`src/rtl/sdram_pkg.sv`:
```
// Shared definitions for the SDRAM port arbiter: state encoding and parameter defaults.
package sdram_pkg;

  localparam int REFRESH_DIV_DEFAULT    = 600;
  localparam int VID_DATA_DELAY_DEFAULT = 3;
  localparam int VID_RUN_MAX_DEFAULT    = 4;

  typedef enum logic [2:0] {
    ST_IDLE     = 3'd0,
    ST_CPU      = 3'd1,
    ST_VID_RD   = 3'd2,
    ST_VID_DATA = 3'd3,
    ST_RELEASE  = 3'd4
  } arb_state_t;

endpackage

```
`src/rtl/sdram_refresh_gen.sv`:
```
// Free-running refresh divider: one-cycle pulse every REFRESH_DIV clocks.
module sdram_refresh_gen
  import sdram_pkg::*;
#(
  parameter int REFRESH_DIV = REFRESH_DIV_DEFAULT
) (
  input  logic clk,
  input  logic reset_n,
  output logic refresh
);

  localparam int CW = (REFRESH_DIV > 1) ? $clog2(REFRESH_DIV) : 1;
  localparam logic [CW-1:0] LAST = CW'(REFRESH_DIV - 1);

  logic [CW-1:0] cnt;

  always_ff @(posedge clk) begin
    if (!reset_n) begin
      cnt <= '0;
    end else if (cnt == LAST) begin
      cnt <= '0;
    end else begin
      cnt <= cnt + 1'b1;
    end
  end

  // Pulse coincides with the wrap so it is independent of arbiter activity.
  assign refresh = (cnt == LAST);

endmodule

```
`src/rtl/sdram_arbiter.sv`:
```
// Two-port (CPU / video) arbiter in front of a single SDRAM controller port.
// Handshake: a grant owns the port until its transfer ends; a new grant is only issued while mem_dtack is low.
module sdram_arbiter
  import sdram_pkg::*;
#(
  parameter int REFRESH_DIV    = REFRESH_DIV_DEFAULT,
  parameter int VID_DATA_DELAY = VID_DATA_DELAY_DEFAULT,
  parameter int VID_RUN_MAX    = VID_RUN_MAX_DEFAULT
) (
  input  logic        clk,
  input  logic        reset_n,
  input  logic [23:0] cpu_addr,
  input  logic [15:0] cpu_din,
  output logic [15:0] cpu_dout,
  input  logic        cpu_uds,
  input  logic        cpu_lds,
  input  logic        cpu_oe,
  input  logic        cpu_we,
  output logic        cpu_dtack,
  input  logic        vid_req,
  input  logic [23:0] vid_addr,
  output logic [15:0] vid_data,
  output logic        vid_ack,
  output logic [23:0] mem_addr,
  output logic [15:0] mem_din,
  input  logic [15:0] mem_dout,
  output logic        mem_uds,
  output logic        mem_lds,
  output logic        mem_oe,
  output logic        mem_we,
  input  logic        mem_dtack,
  output logic        mem_refresh,
  output arb_state_t  arb_state
);

  localparam int RW = (VID_RUN_MAX > 0) ? $clog2(VID_RUN_MAX + 1) : 1;
  localparam int DW = (VID_DATA_DELAY > 1) ? $clog2(VID_DATA_DELAY + 1) : 1;
  localparam logic [RW-1:0] RUN_MAX  = RW'(VID_RUN_MAX);
  localparam logic [DW-1:0] DLY_LAST = DW'((VID_DATA_DELAY > 1) ? VID_DATA_DELAY - 1 : 0);

  arb_state_t    state;
  logic [RW-1:0] vid_run;
  logic [DW-1:0] dly_cnt;
  logic [23:0]   vid_addr_q;
  logic [15:0]   cpu_dout_q;
  logic          cpu_pending;

  assign cpu_pending = cpu_oe | cpu_we;
  assign arb_state   = state;

  always_ff @(posedge clk) begin
    if (!reset_n) begin
      state      <= ST_IDLE;
      vid_run    <= '0;
      dly_cnt    <= '0;
      vid_addr_q <= '0;
      cpu_dout_q <= '0;
      vid_data   <= '0;
      vid_ack    <= 1'b0;
    end else begin
      vid_ack <= 1'b0;
      case (state)
        ST_IDLE: begin
          // Video wins until it has used up its run while the CPU waits.
          if (!mem_dtack) begin
            if (vid_req && (vid_run < RUN_MAX)) begin
              state      <= ST_VID_RD;
              vid_addr_q <= vid_addr;
              if (cpu_pending) vid_run <= vid_run + 1'b1;
            end else if (cpu_pending) begin
              state   <= ST_CPU;
              vid_run <= '0;
            end else if (vid_req) begin
              state      <= ST_VID_RD;
              vid_addr_q <= vid_addr;
            end
          end
        end
        ST_CPU: begin
          cpu_dout_q <= mem_dout;
          if (!cpu_pending) state <= ST_RELEASE;
        end
        ST_VID_RD: begin
          if (mem_dtack) begin
            if (VID_DATA_DELAY <= 1) begin
              vid_data <= mem_dout;
              vid_ack  <= 1'b1;
              state    <= ST_RELEASE;
            end else begin
              dly_cnt <= DW'(1);
              state   <= ST_VID_DATA;
            end
          end
        end
        ST_VID_DATA: begin
          // The dtack-seen cycle already counted as the first delay cycle.
          if (dly_cnt == DLY_LAST) begin
            vid_data <= mem_dout;
            vid_ack  <= 1'b1;
            state    <= ST_RELEASE;
          end else begin
            dly_cnt <= dly_cnt + 1'b1;
          end
        end
        ST_RELEASE: begin
          if (!mem_dtack) state <= ST_IDLE;
        end
        default: state <= ST_IDLE;
      endcase
    end
  end

  always_comb begin
    mem_addr  = vid_addr_q;
    mem_din   = '0;
    mem_uds   = 1'b0;
    mem_lds   = 1'b0;
    mem_oe    = 1'b0;
    mem_we    = 1'b0;
    cpu_dtack = 1'b0;
    cpu_dout  = cpu_dout_q;
    case (state)
      ST_CPU: begin
        // Strobes stay transparent after dtack; the controller samples them late.
        mem_addr  = cpu_addr;
        mem_din   = cpu_din;
        mem_uds   = cpu_uds;
        mem_lds   = cpu_lds;
        mem_oe    = cpu_oe;
        mem_we    = cpu_we;
        cpu_dtack = mem_dtack;
        cpu_dout  = mem_dout;
      end
      ST_VID_RD: begin
        mem_oe  = 1'b1;
        mem_uds = 1'b1;
        mem_lds = 1'b1;
      end
      default: ;
    endcase
  end

  sdram_refresh_gen #(
    .REFRESH_DIV(REFRESH_DIV)
  ) u_refresh (
    .clk    (clk),
    .reset_n(reset_n),
    .refresh(mem_refresh)
  );

endmodule

```
`config.mk`:
```
export PLATFORM = sky130hd
export DESIGN_NAME = sdram_arbiter
export DESIGN_NICKNAME = d
export VERILOG_FILES = /design/src/rtl/sdram_pkg.sv /design/src/rtl/sdram_refresh_gen.sv /design/src/rtl/sdram_arbiter.sv
export SDC_FILE = /design/constraint.sdc
export NUM_CORES = 1
export LEC_CHECK = 0
export BUFFER_PORTS_ARGS = -buffer_cell sky130_fd_sc_hd__buf_2
export CAP_MARGIN = 15
export CELL_PAD_IN_SITES_DETAIL_PLACEMENT = 0
export CELL_PAD_IN_SITES_GLOBAL_PLACEMENT = 1
export CORE_ASPECT_RATIO = 1.1
export CORE_UTILIZATION = 31
export DETAILED_ROUTE_END_ITERATION = 7
export PLACE_DENSITY_LB_ADDON = 0.1
export SLEW_MARGIN = 20
export SYNTH_ARGS = -nofsm -noshare
export SYNTH_HDL_FRONTEND = slang
export SYNTH_HIERARCHICAL = 1
export SYNTH_SLANG_ARGS = --single-unit
```
`constraint.sdc`:
```
create_clock -name clk -period 1.4 [get_ports clk]
set_input_delay 0.07 -clock clk [delete_from_list [all_inputs] [get_ports clk]]
set_output_delay 0.07 -clock clk [all_outputs]
set_load 0.02 [all_outputs]
```
======== Word-level counts from Yosys, hierarchy flattened ========
Index checks and enable logic that the tools add are counted.
operators by class
  reductions and logical operators ........ 11
  bitwise gates (word level) .............. 3
  magnitude comparators ................... 1
  eq/ne operators ......................... 14
  add/subtract/negate cells ............... 3
  muxes and demuxes ....................... 27
operators by type and width
  operator                 number
  $mux W24                 4
  $mux W3                  11
  $mux W16                 2
  $pmux W3 S5              1
  $ne A2 B2 Y1 const B     6
  $add A10 B1 Y10 const B  1
  $eq A10 B10 Y1 const B   1
  $eq A3 B2 Y1 const B     2
  $pmux W1 S2              3
  $reduce_and A3 Y1        2
  $reduce_and A6 Y1        1
  $mux W2                  2
  $ne A4 B4 Y1 const B     1
  $pmux W2 S2              1
  $reduce_and A2 Y1        2
  $reduce_and A4 Y1        1
  $reduce_bool A2 Y1       2
  $add A3 B1 Y3 const B    1
  $eq A3 B1 Y1 const B     1
  $eq A3 B3 Y1 const B     1
  $logic_not A3 Y1         1
  $lt A3 B3 Y1 const B     1
  $mux W1                  3
  $add A2 B1 Y2 const B    1
  6 further kinds          7
storage, ports and cells
  logic and storage cells ................. 67
  input bits .............................. 88
  bits in registers ....................... 75

======== Depth between registers and ports, before layout ========
  depth in word-level cells ............... 5
  gate-level depth with buffers ........... 7
  depth with buffers taken out ............ 6

======== Hierarchy ========
The synthesis kept the hierarchy.
by module, submodules not included
  module             sequential area each (sq um)  area an instance (sq um)  instances  cells an instance
  sdram_arbiter      1,301.2                       3,226.8                   1          341
  sdram_refresh_gen  200.2                         490.5                     1          50

======== Least setup slack after synthesis ========
No wires, ideal clock.
  path type ............................... flip-flop to flip-flop
  from .................................... reg state[0], in the netlist arb_state[0]
  to ...................................... reg cpu_dout_q[0]
  data arrival time ....................... 1.562 ns
  clock period less this slack ............ 1.677 ns
  setup time .............................. 0.115 ns
  path slack .............................. -0.277 ns
  data required time ...................... 1.285 ns
  stages on the path, launching flop included .. 6
  path through ............................ dfxtp_1 -> nor2b_2 -> nor2b_4 -> buf_6 -> mux2_4 -> and2_1
between the ends
  word-level cells in the longest chain between the ends .. 2
RTL lines
  element                 RTL line             text
  start, declared         sdram_arbiter.sv:41  arb_state_t state;
  start signal, assigned  sdram_arbiter.sv:53  state <= ST_IDLE;
  start signal, assigned  sdram_arbiter.sv:67  state <= ST_VID_RD;
  start signal, assigned  sdram_arbiter.sv:71  state <= ST_CPU;
  $eq A3 B1 Y1            --
  $mux W16                --
  via cpu_dout[0]         sdram_arbiter.sv:14  output logic [15:0] cpu_dout,
  end signal, assigned    sdram_arbiter.sv:80  cpu_dout_q <= mem_dout;
  end, declared           sdram_arbiter.sv:45  logic [15:0] cpu_dout_q;
The timed path passes the listed nets, and every way through them passes these cells.
A chain may end at the register's enable or synchronous reset.

======== Worst setup path in the final report ========
  from .................................... reg state[0], in the netlist arb_state[0]
  to ...................................... out mem_addr[4]
between the ends
  word-level cells in the longest chain between the ends .. 2
RTL lines
  element        RTL line              text
  $eq A3 B1 Y1   sdram_arbiter.sv:122  case (state)
  $mux W24       sdram_arbiter.sv:122
  end, declared  sdram_arbiter.sv:24   output logic [23:0] mem_addr,
No other way between the ends.

==> results.cfg <==
[global_routing]
grt_overflow = 0
grt_max_degree = 36
grt_pass1_vias = 3284
grt_usage = 0.160
antenna_found_initial = 0
grt_pass1_wl_um = 15700

[timing]
fin_ws_ns = -0.446
hold_viol_final = 0
tightestPinTransition_ns = 0.415
min_period_over_period = 1.32
report.final.setup_viol = 100
min_period_ns = 1.85
max_slew_margin = 0.724
drv_slew = 0
rsz0062_at_grt = true
fmax_mhz = 542
clock_skew_ns = 0.00429
whs_ns = 0.0102

[critical_path]
arrival_ns = 1.78
cp.required_ns = 1.33
cp_max_fo = 35
end_kind = output pin
critPathLaunchType = flip-flop
reg2reg_slack_ns = -0.10
critical_path_class = flip-flop to output pin

[routing]
viasPerCell = 4.54
drt-total-wl_um = 10400
drc = 0
ant_nets = 0
first_pass_iters = 4
wl_per_cell_um = 13.2
vias = 3561
drt_iter0_markers = 112

[layout]
diodes = 0
drive_gt1_frac = 0.527
fillCellCount = 1070
final_common_cell = buf_2
nets = 720
area_delta_synth_final_pct = 69.8
layout_common_cells = buf_2, nand2_1, dfxtp_1, buf_4, dlygate4sd3_1

[synth]
synth_cells = 391
synthArstFlopShare = 0
synth.largest_area_cell = dfxtp_1
ys_types = 49
ys_seq_elements = 75
synth-warning-count = 6
synth.avg_cell_area_sq_um = 9.51
ys_seq_area_frac = 0.404
synthTopCellsByArea = dfxtp_1, nand2_1, mux2_2
synth_edf_count = 0
syn_area_sq_um = 3720
syn-num-nets = 482
yosysTopAreaCellShare = 0.404
synthFlopType = dfxtp_1

[pwr]
p_switching_w = 0.00197
powerDensity_nw_per_um2 = 1160
vdd_drop_max_uv = 683
internal-power_w = 0.00537
total_leakage_power_nw = 2.97
combPwrFrac = 0.308
p_clk_frac = 0.372
swShare = 0.268
seqPwrFrac = 0.320

[job]
maxCapViolCount = 0

[floorplan]
core-area_sq_um = 11600
num_rows = 41
dieHeight_um = 117
start_util = 0.321
pin_count = 170
die-area_sq_um = 12400
die_w_um = 106

[clocking]
clk_path_buf_depth = 2
cts_root_buffer = clkbuf_16
htree_levels = 3
clk_pin_slew_ns = 0.06
insertion_delay_ns = 0.33
cts_buffers = 9
cts.sinks = 75
cts_tree = yes

[place]
io_buffers = 169
routabilityCongestion = 0.740
dpl_worst_slack_ns = -0.135
hpwlAfterDp_um = 6860

[run_status]
violations = negative setup slack
status = complete, but fails checks

[min_path]
hold_path.class = input port to flip-flop
synthesized netlist by cell type (4+ instances only):
| master | n |
|---|---|
| buf_6 | 4 |
| and2_1 | 37 |
| nand2b_1 | 5 |
| nor2_1 | 8 |
| nand2_1 | 89 |
| mux2_2 | 25 |
| mux2i_1 | 28 |
| buf_2 | 5 |
| nor2b_1 | 9 |
| a21oi_1 | 7 |
| o211ai_1 | 4 |
| clkbuf_1 | 11 |
| dfxtp_1 | 75 |
| a21boi_0 | 18 |
| nand3_1 | 7 |
| mux2_4 | 15 |
stage by stage:
stage               cells  power (W)  TNS [ns]  cell area [sq um]   util
floorplan             391    0.00356     -3.73               3770      -
global placement      722    0.00413     -4.24               5010  0.432
detailed placement    722    0.00414     -6.37               5010  0.432
CTS                   779    0.00714    -23.08               5980  0.516
global route          784    0.00767    -30.83               6310  0.544
finish                784    0.00733    -22.66               6310  0.544
power by group through the flow:
| stage | clock network [W] | logic (W) | registers [W] |
|---|---|---|---|
| 5_1_grt | 0.00289 | 0.00242 | 0.00236 |
| 4_1_cts | 0.00281 | 0.00199 | 0.00234 |
| 2_1_floorplan | 0 | 0.00118 | 0.00238 |
| 6_report | 0.00273 | 0.00226 | 0.00234 |
| 3_5_place_dp | 0 | 0.00176 | 0.00238 |
| 3_3_place_gp | 0 | 0.00174 | 0.00238 |
final timing paths:
path | cells after the start | end | start
max | 5 | mem_addr[4] | arb_state[0]
min | 3 | vid_data[3] | mem_dout[3]
max reg2reg | 5 | cpu_dout_q[0] | arb_state[0]
min reg2reg | 2 | vid_data[6] | vid_data[6]
flip-flops by register name (all words and copies together) (netlist names):
signal and flops:
vid_run 3, u_refresh/cnt 10, dly_cnt 2, vid_addr_q 24, arb_state 3, cpu_dout_q 16
vid_ack 1, vid_data 16
kinds of logic after synthesis:
logic type                 share of synthesized area
and+or+nand+nor                                0.241
DFF                                            0.404
muxes                                          0.212
AOI/OAI and AO/OA                             0.0882
buffers and inverters                         0.0401
adders and majority gates                     0.0101
xor gates and xnor gates                     0.00471
worst max-delay path, stage by stage, from the launching register on:
cell and delay (ns):
dfxtp_4 0.34, nor2b_4 0.13, nor2b_4 0.19, buf_12 0.25, mux2_2 0.36, buf_2 0.16
layer usage:
| layer | track usage | vias up | share of wire |
|---|---|---|---|
| li1 | - | 1798 | - |
| met1 | 0.198 | 1640 | 0.46 |
| met2 | 0.272 | 110 | 0.48 |
| met3 | 0.0404 | 13 | 0.053 |
| met4 | 0.0603 | 0 | 0.013 |
| met5 | 0 | - | 0 |
layout make-up:
cell class / count / area, sq um / area share
inverter: 4 / 15.0 / 0.00238
clock buffer: 12 / 258 / 0.0408
clock inverter: 4 / 95.1 / 0.0151
sequential: 75 / 1510 / 0.240
tap: 150 / 188 / 0.0297
multi-input combinational: 289 / 2310 / 0.366
timing repair buffer: 250 / 1940 / 0.307
timing repair:
item	in CTS	in global routing
gates cloned	0	3
hold buffers	37	0
endpoints found under the hold margin	37	0
gates resized for setup	67	79
setup endpoints to repair	102	122
pin swaps	5	11
buffers inserted	5	2
Note: power is estimated with default switching activity, not from simulation.
